`src/rtl/spt_pkg.sv`:
```
// Shared types and default constants for the scan period tracker.
package spt_pkg;

    // Per-channel tracking state
    typedef enum logic [1:0] {
        CH_EMPTY   = 2'd0,
        CH_ACQUIRE = 2'd1,
        CH_TRACK   = 2'd2,
        CH_LOCK    = 2'd3
    } ch_state_e;

    localparam int SPT_CNT_W       = 32;
    localparam int SPT_NUM_DIR     = 2;
    localparam int SPT_THRESHOLD   = 5000;
    localparam int SPT_ALPHA_SHIFT = 4;
    localparam int SPT_LOCK_COUNT  = 8;
    localparam int SPT_TIMEOUT     = 2**24;

    // Width of the direction select; a single channel still gets one bit.
    function automatic int spt_dir_w(input int num_dir);
        return (num_dir > 1) ? $clog2(num_dir) : 1;
    endfunction

endpackage

```
`src/rtl/spt_channel.sv`:
```
// One tracked scan direction: holds the smoothed period estimate, the
// acquisition state and the consecutive in-window counter used for lock.
//
// state      | meaning
// -----------+-----------------------------------------------------------
// CH_EMPTY   | no measurement since reset/timeout, estimate not valid
// CH_ACQUIRE | estimate was just (re)loaded from a raw measurement
// CH_TRACK   | in-window measurements are being smoothed in
// CH_LOCK    | LOCK_COUNT consecutive in-window measurements seen
module spt_channel
    import spt_pkg::*;
#(
    parameter int CNT_W       = SPT_CNT_W,
    parameter int THRESHOLD   = SPT_THRESHOLD,
    parameter int ALPHA_SHIFT = SPT_ALPHA_SHIFT,
    parameter int LOCK_COUNT  = SPT_LOCK_COUNT
) (
    input  logic             clk,
    input  logic             reset_n,
    input  logic             i_upd,
    input  logic [CNT_W-1:0] i_meas,
    input  logic             i_clear,
    output logic [CNT_W-1:0] o_est,
    output logic             o_valid,
    output logic             o_locked
);

    localparam int LC_W = $clog2(LOCK_COUNT + 1);
    localparam logic [CNT_W:0] THRESH_C = (CNT_W+1)'(THRESHOLD);
    localparam logic [LC_W-1:0] LOCK_C  = LC_W'(LOCK_COUNT);

    ch_state_e          r_state, w_state_nxt;
    logic [CNT_W-1:0]   r_est, w_est_nxt;
    logic [LC_W-1:0]    r_lock_cnt, w_lock_cnt_nxt;

    logic signed [CNT_W:0] w_diff;
    logic signed [CNT_W:0] w_step_raw;
    logic signed [CNT_W:0] w_step;
    logic [CNT_W:0]        w_abs;
    logic                  w_in_window;

    // Signed distance from estimate, with a one-LSB floor so small errors still pull
    always_comb begin
        w_diff     = $signed({1'b0, i_meas}) - $signed({1'b0, r_est});
        w_abs      = w_diff[CNT_W] ? $unsigned(-w_diff) : $unsigned(w_diff);
        w_step_raw = w_diff >>> ALPHA_SHIFT;
        w_step     = w_step_raw;
        if ((w_step_raw == '0) && (w_diff != '0)) begin
            w_step = w_diff[CNT_W] ? '1 : (CNT_W+1)'(1);
        end
        w_in_window = (w_abs <= THRESH_C);
    end

    // Next-state, estimate and lock counter
    always_comb begin
        w_state_nxt    = r_state;
        w_est_nxt      = r_est;
        w_lock_cnt_nxt = r_lock_cnt;
        if (i_clear) begin
            // estimate is deliberately kept so the last value stays observable
            w_state_nxt    = CH_EMPTY;
            w_lock_cnt_nxt = '0;
        end else if (i_upd) begin
            if ((r_state == CH_EMPTY) || !w_in_window) begin
                w_state_nxt    = CH_ACQUIRE;
                w_est_nxt      = i_meas;
                w_lock_cnt_nxt = '0;
            end else begin
                w_est_nxt = r_est + w_step[CNT_W-1:0];
                if (r_lock_cnt != LOCK_C) begin
                    w_lock_cnt_nxt = r_lock_cnt + 1'b1;
                end
                w_state_nxt = (w_lock_cnt_nxt == LOCK_C) ? CH_LOCK : CH_TRACK;
            end
        end
    end

    // State register
    always_ff @(posedge clk) begin
        if (!reset_n) begin
            r_state    <= CH_EMPTY;
            r_est      <= '0;
            r_lock_cnt <= '0;
        end else begin
            r_state    <= w_state_nxt;
            r_est      <= w_est_nxt;
            r_lock_cnt <= w_lock_cnt_nxt;
        end
    end

    assign o_est    = r_est;
    assign o_valid  = (r_state != CH_EMPTY);
    assign o_locked = (r_state == CH_LOCK);

endmodule

```
`src/rtl/scan_period_tracker.sv`:
```
// Measures the interval between scanner sync edges and steers each
// measurement to the per-direction tracker selected by dir_in.
module scan_period_tracker
    import spt_pkg::*;
#(
    parameter int CNT_W       = SPT_CNT_W,
    parameter int NUM_DIR     = SPT_NUM_DIR,
    parameter int THRESHOLD   = SPT_THRESHOLD,
    parameter int ALPHA_SHIFT = SPT_ALPHA_SHIFT,
    parameter int LOCK_COUNT  = SPT_LOCK_COUNT,
    parameter int TIMEOUT     = SPT_TIMEOUT,
    localparam int DIR_W      = spt_dir_w(NUM_DIR)
) (
    input  logic                     clk,
    input  logic                     reset_n,
    input  logic                     sync_in,
    input  logic [DIR_W-1:0]         dir_in,
    output logic [NUM_DIR*CNT_W-1:0] est_out,
    output logic [NUM_DIR-1:0]       est_valid,
    output logic [NUM_DIR-1:0]       locked,
    output logic                     meas_strobe,
    output logic [CNT_W-1:0]         meas_out,
    output logic                     timeout_flag,
    output logic                     dir_err
);

    localparam logic [CNT_W:0] TIMEOUT_C = (CNT_W+1)'(TIMEOUT);
    localparam logic [DIR_W:0] NUM_DIR_C = (DIR_W+1)'(NUM_DIR);

    logic             r_sync_d;
    logic [CNT_W-1:0] r_cnt;
    logic             r_armed;
    logic             r_meas_strobe;
    logic [CNT_W-1:0] r_meas_out;
    logic             r_timeout;
    logic             r_dir_err;

    logic               w_edge;
    logic               w_dir_ok;
    logic               w_accept;
    logic               w_timeout_hit;
    logic               w_cnt_max;
    logic [NUM_DIR-1:0] w_upd;

    assign w_edge        = sync_in & ~r_sync_d;
    assign w_dir_ok      = ({1'b0, dir_in} < NUM_DIR_C);
    assign w_accept      = w_edge & r_armed & w_dir_ok;
    // an edge on the terminal cycle is a valid measurement, so it pre-empts the timeout
    assign w_timeout_hit = r_armed & ~w_edge & ({1'b0, r_cnt} >= TIMEOUT_C);
    assign w_cnt_max     = &r_cnt;

    // Edge detect, interval counter, arming and status pulses
    always_ff @(posedge clk) begin
        if (!reset_n) begin
            r_sync_d      <= 1'b0;
            r_cnt         <= '0;
            r_armed       <= 1'b0;
            r_meas_strobe <= 1'b0;
            r_meas_out    <= '0;
            r_timeout     <= 1'b0;
            r_dir_err     <= 1'b0;
        end else begin
            r_sync_d      <= sync_in;
            r_meas_strobe <= w_accept;
            r_dir_err     <= w_edge & ~w_dir_ok;
            if (w_accept) begin
                r_meas_out <= r_cnt;
            end
            if (w_edge) begin
                r_cnt     <= CNT_W'(1);
                r_armed   <= 1'b1;
                r_timeout <= 1'b0;
            end else if (w_timeout_hit) begin
                r_cnt     <= '0;
                r_armed   <= 1'b0;
                r_timeout <= 1'b1;
            end else if (r_armed && !w_cnt_max) begin
                r_cnt <= r_cnt + 1'b1;
            end
        end
    end

    for (genvar g = 0; g < NUM_DIR; g++) begin : g_ch
        assign w_upd[g] = w_accept && (dir_in == DIR_W'(g));

        spt_channel #(
            .CNT_W       (CNT_W),
            .THRESHOLD   (THRESHOLD),
            .ALPHA_SHIFT (ALPHA_SHIFT),
            .LOCK_COUNT  (LOCK_COUNT)
        ) u_ch (
            .clk      (clk),
            .reset_n  (reset_n),
            .i_upd    (w_upd[g]),
            .i_meas   (r_cnt),
            .i_clear  (w_timeout_hit),
            .o_est    (est_out[g*CNT_W +: CNT_W]),
            .o_valid  (est_valid[g]),
            .o_locked (locked[g])
        );
    end

    assign meas_strobe  = r_meas_strobe;
    assign meas_out     = r_meas_out;
    assign timeout_flag = r_timeout;
    assign dir_err      = r_dir_err;

endmodule

```
`config.mk`:
```
export PLATFORM = sky130hd
export DESIGN_NAME = scan_period_tracker
export DESIGN_NICKNAME = d
export VERILOG_FILES = /design/src/rtl/spt_pkg.sv /design/src/rtl/spt_channel.sv /design/src/rtl/scan_period_tracker.sv
export SDC_FILE = /design/constraint.sdc
export NUM_CORES = 1
export LEC_CHECK = 0
export ABC_CLOCK_PERIOD_IN_PS = 8700
export BUFFER_PORTS_ARGS = -buffer_cell sky130_fd_sc_hd__clkbuf_2
export CORE_UTILIZATION = 35
export DETAILED_ROUTE_END_ITERATION = 12
export GPL_TIMING_DRIVEN = 0
export PLACE_DENSITY = 0.52
export SLEW_MARGIN = 40
export SYNTH_ARGS = -nofsm -noshare
export SYNTH_HDL_FRONTEND = slang
export SYNTH_SLANG_ARGS = --single-unit
```
`constraint.sdc`:
```
create_clock -name clk -period 8.7 [get_ports clk]
set_input_delay 0.435 -clock clk [delete_from_list [all_inputs] [get_ports clk]]
set_output_delay 0.435 -clock clk [all_outputs]
set_load 0.03 [all_outputs]
```
==> out/results.ini <==
[outcome]
status = finished clean

[final_layout]
syn_to_final_growth_pct = 12.9
drive_above_1_share = 0.102
fin_nets = 2419
instances_no_fill = 2875

[setup_path]
critPathMaxFanout = 9
cp_num_cells = 30
crit_end = g_ch[0].u_ch.o_est[30]
worstSetupEndpointType = flop
max_stage_delay_ns = 0.59
path_common_cell = a21oi_1
crit_family = compound AO/OA/AOI/OAI gates
start_kind = flop
cp_num_buf_inv = 3
critPathLaunch = r_cnt[1]
crit_type = reg -> reg
cp_slowest_cell = dfxtp_1
required_ns = 9.01
worstReg2RegStart = r_cnt[1]
cp.arrival_ns = 8.40
reg2reg_depth = 30
r2r_end = g_ch[0].u_ch.o_est[30]
r2r_slack_ns = 0.61

[logic_synthesis]
synth.avg_cell_area_um2 = 7.25
synthSimpleGateAreaFrac = 0.269
synth_area_leaders = dfxtp_1 (18%), ha_1 (11%), a21oi_1 (5.7%), nand2_1 (5.2%), xnor2_1 (4.6%)
synth_top_family_by_area = compound AO/OA/AOI/OAI gates
yosysSeqAreaShare = 0.185
synth_warnings = 0
ys_types = 99
yosys.area.top_type_share = 0.185
synth_top_area_cell = dfxtp_1
synth-seq-cells = 144
synthFlopType = dfxtp_1
synth_mux_area_frac = 0.0257
synth_adder_area_share = 0.114
synth-xor-area-share = 0.0723
synth-compound-area-share = 0.276
synth.top_cells.by_count = nand2_1 (215), nor2_1 (183), a21oi_1 (177)
post-synth-top-count-cell = nand2_1
syn_area_mm2 = 0.0156
synth_fp_nets = 2295
async_flop_share = 0
syn_inst = 2151
synth-edff-count = 0

[sta]
rsz0062_at_grt = false
finalSetupViolCount = 0
fmax_mhz = 124
skew_ns = 0.0132
period_share = 0.930
holdWs_ns = 0.228
tightest_slew_ns = 0.928
relSlewSlack = 0.376
min_period_ns = 8.09
drv_slew = 0
hold_viol = 0
tns_ns = 0

[clocking]
root_buffer = clkbuf_16
post_cts_buffers = 0
numClockSinks = 144
cts_buffer_depth = 2
path_clk_slew_ns = 0.07
cts-htree-levels = 4
cts_buffers = 17
clock_latency_ns = 0.46
cts_tree = done

[power_and_ir_drop]
seqPwrFrac = 0.248
irDropWorstVdd_mv = 0.115
power_density_mw_per_mm2 = 157
switching_share = 0.428
p_sw_mw = 1.18
p_leak_nw = 7.52
power_frac_clock = 0.286
comb_power_share = 0.466
power_mw = 2.77
internal_power_mw = 1.58

[global_route]
antenna_found_initial = 2
grt_pass1_wl_mm = 92.3
grt_max_degree = 17
overflow = 0
grt_usage = 0.269
grt_pass1_vias = 15600

[drt]
drtIter0Drc = 1465
wl_per_cell_um = 21.3
vias_per_cell = 5.89
totalWireLength_mm = 61.2
vias = 16900
dr.pass1.iters = 6
drc = 0
detail-route-antenna-nets = 0

[worst_hold_path]
hp-class = in -> reg

[placement]
dpl.hpwl_mm = 48.9
place_congestion = 0.943
io_buffers = 104
dp.cells = 2841

[floorplan]
coreArea_mm2 = 0.0436
fp.dieH_um = 213
pin_count = 107
start_util = 0.358
die_width_um = 213
die-area_mm2 = 0.0454
num_rows = 76

[run]
drv_cap = 0

==> layer usage <==
| metal | global-route usage | share of wire | wire length, um | vias to the layer above |
|---|---|---|---|---|
| met5 | 0 | 0 | 0 | - |
| met4 | 0.0746 | 0.019 | 1190 | 0 |
| met2 | 0.393 | 0.41 | 25300 | 674 |
| met3 | 0.0490 | 0.075 | 4600 | 76 |
| met1 | 0.397 | 0.49 | 30100 | 8028 |
| li1 | - | - | - | 8142 |
==> flip-flops by register name, indices dropped and copies added (netlist names) <==
register	count
g_ch.u_ch.o_est	64
g_ch.u_ch.r_state	4
timeout_flag	1
r_armed	1
r_cnt	32
r_sync_d	1
meas_out	32
meas_strobe	1
g_ch.u_ch.r_lock_cnt	8
==> cell usage in the layout, fill, tap and decap left out, types with 9 or more instances in the layout <==
cell type and n:
a211o_1 9, a211oi_1 37, a21o_1 53, a21oi_1 175
a31o_2 9, a31oi_1 24, and2_1 19, and3_1 27
buf_2 9, clkbuf_1 75, clkbuf_16 17, clkbuf_2 108
dfxtp_1 144, ha_1 136, inv_1 127, mux2i_1 33
nand2_1 215, nand2b_1 24, nand3_1 60, nand4_1 34
nor2_1 182, nor2b_1 21, nor3_1 102, nor3b_1 28
nor4_1 18, o211ai_1 19, o21a_1 27, o21ai_0 132
o21bai_1 16, o31ai_1 10, or2_2 13, or3_1 22
or4_1 11, xnor2_1 78, xor2_1 43
==> final cells by class <==
cell class / instances / area (um^2)
Tap cell: 585 / 732
Timing Repair Buffer: 105 / 531
Clock buffer: 18 / 429
Multi-Input combinational cell: 1780 / 12000
Buffer: 98 / 414
Antenna cell: 2 / 5.00
Fill cell: 4625 / 25900
Inverter: 129 / 484
Clock inverter: 14 / 179
Sequential cell: 144 / 2880
==> worst min-delay path by stage <==
| stage | startpoint | endpoint | slack (ns) | cells past startpoint |
|---|---|---|---|---|
| floorplan | g_ch[0].u_ch.r_lock_cnt[1] | g_ch[0].u_ch.r_lock_cnt[1] | 0.46 | 2 |
| global placement | meas_out[8] | meas_out[8] | 0.45 | 2 |
| detailed placement | meas_out[5] | meas_out[5] | 0.45 | 2 |
| CTS | sync_in | r_sync_d | 0.22 | 2 |
| global route | sync_in | r_sync_d | 0.25 | 2 |
| finish | sync_in | r_sync_d | 0.23 | 2 |
==> cells by family after synthesis <==
kind of cell,count (synthesis)
buffers and inverters,227
other,1
XOR/XNOR,128
flip-flops,144
AO/OA/AOI/OAI,644
multiplexers,39
AND/OR/NAND/NOR,828
adder cells (fa/ha/maj),140
==> metrics by stage <==
stage | worst slack (ns) | cell area [um^2] | util
2_1_floorplan | 2.31 | 15600 | -
3_3_place_gp | 0.0598 | 16900 | 0.387
3_5_place_dp | 0.0605 | 16900 | 0.388
4_1_cts | 0.0158 | 17500 | 0.402
5_1_grt | 0.00447 | 17600 | 0.404
6_report | 0.613 | 17600 | 0.405
==> power by group through the flow <==
| stage | clock network [mW] | registers (mW) | logic [mW] |
|---|---|---|---|
| floorplan | 0 | 0.712 | 0.901 |
| global placement | 0 | 0.701 | 1.22 |
| detailed placement | 0 | 0.701 | 1.24 |
| CTS | 0.798 | 0.686 | 1.25 |
| global route | 0.828 | 0.687 | 1.39 |
| finish | 0.791 | 0.686 | 1.29 |
==> timing repair <==
action                                 4_1_cts  5_1_grt
hold buffers                                 0        0
gates resized for setup                      1       11
endpoints found under the hold margin        0        0
setup endpoints to repair                    1        4
No activity file was read; power rests on OpenSTA's default activity.
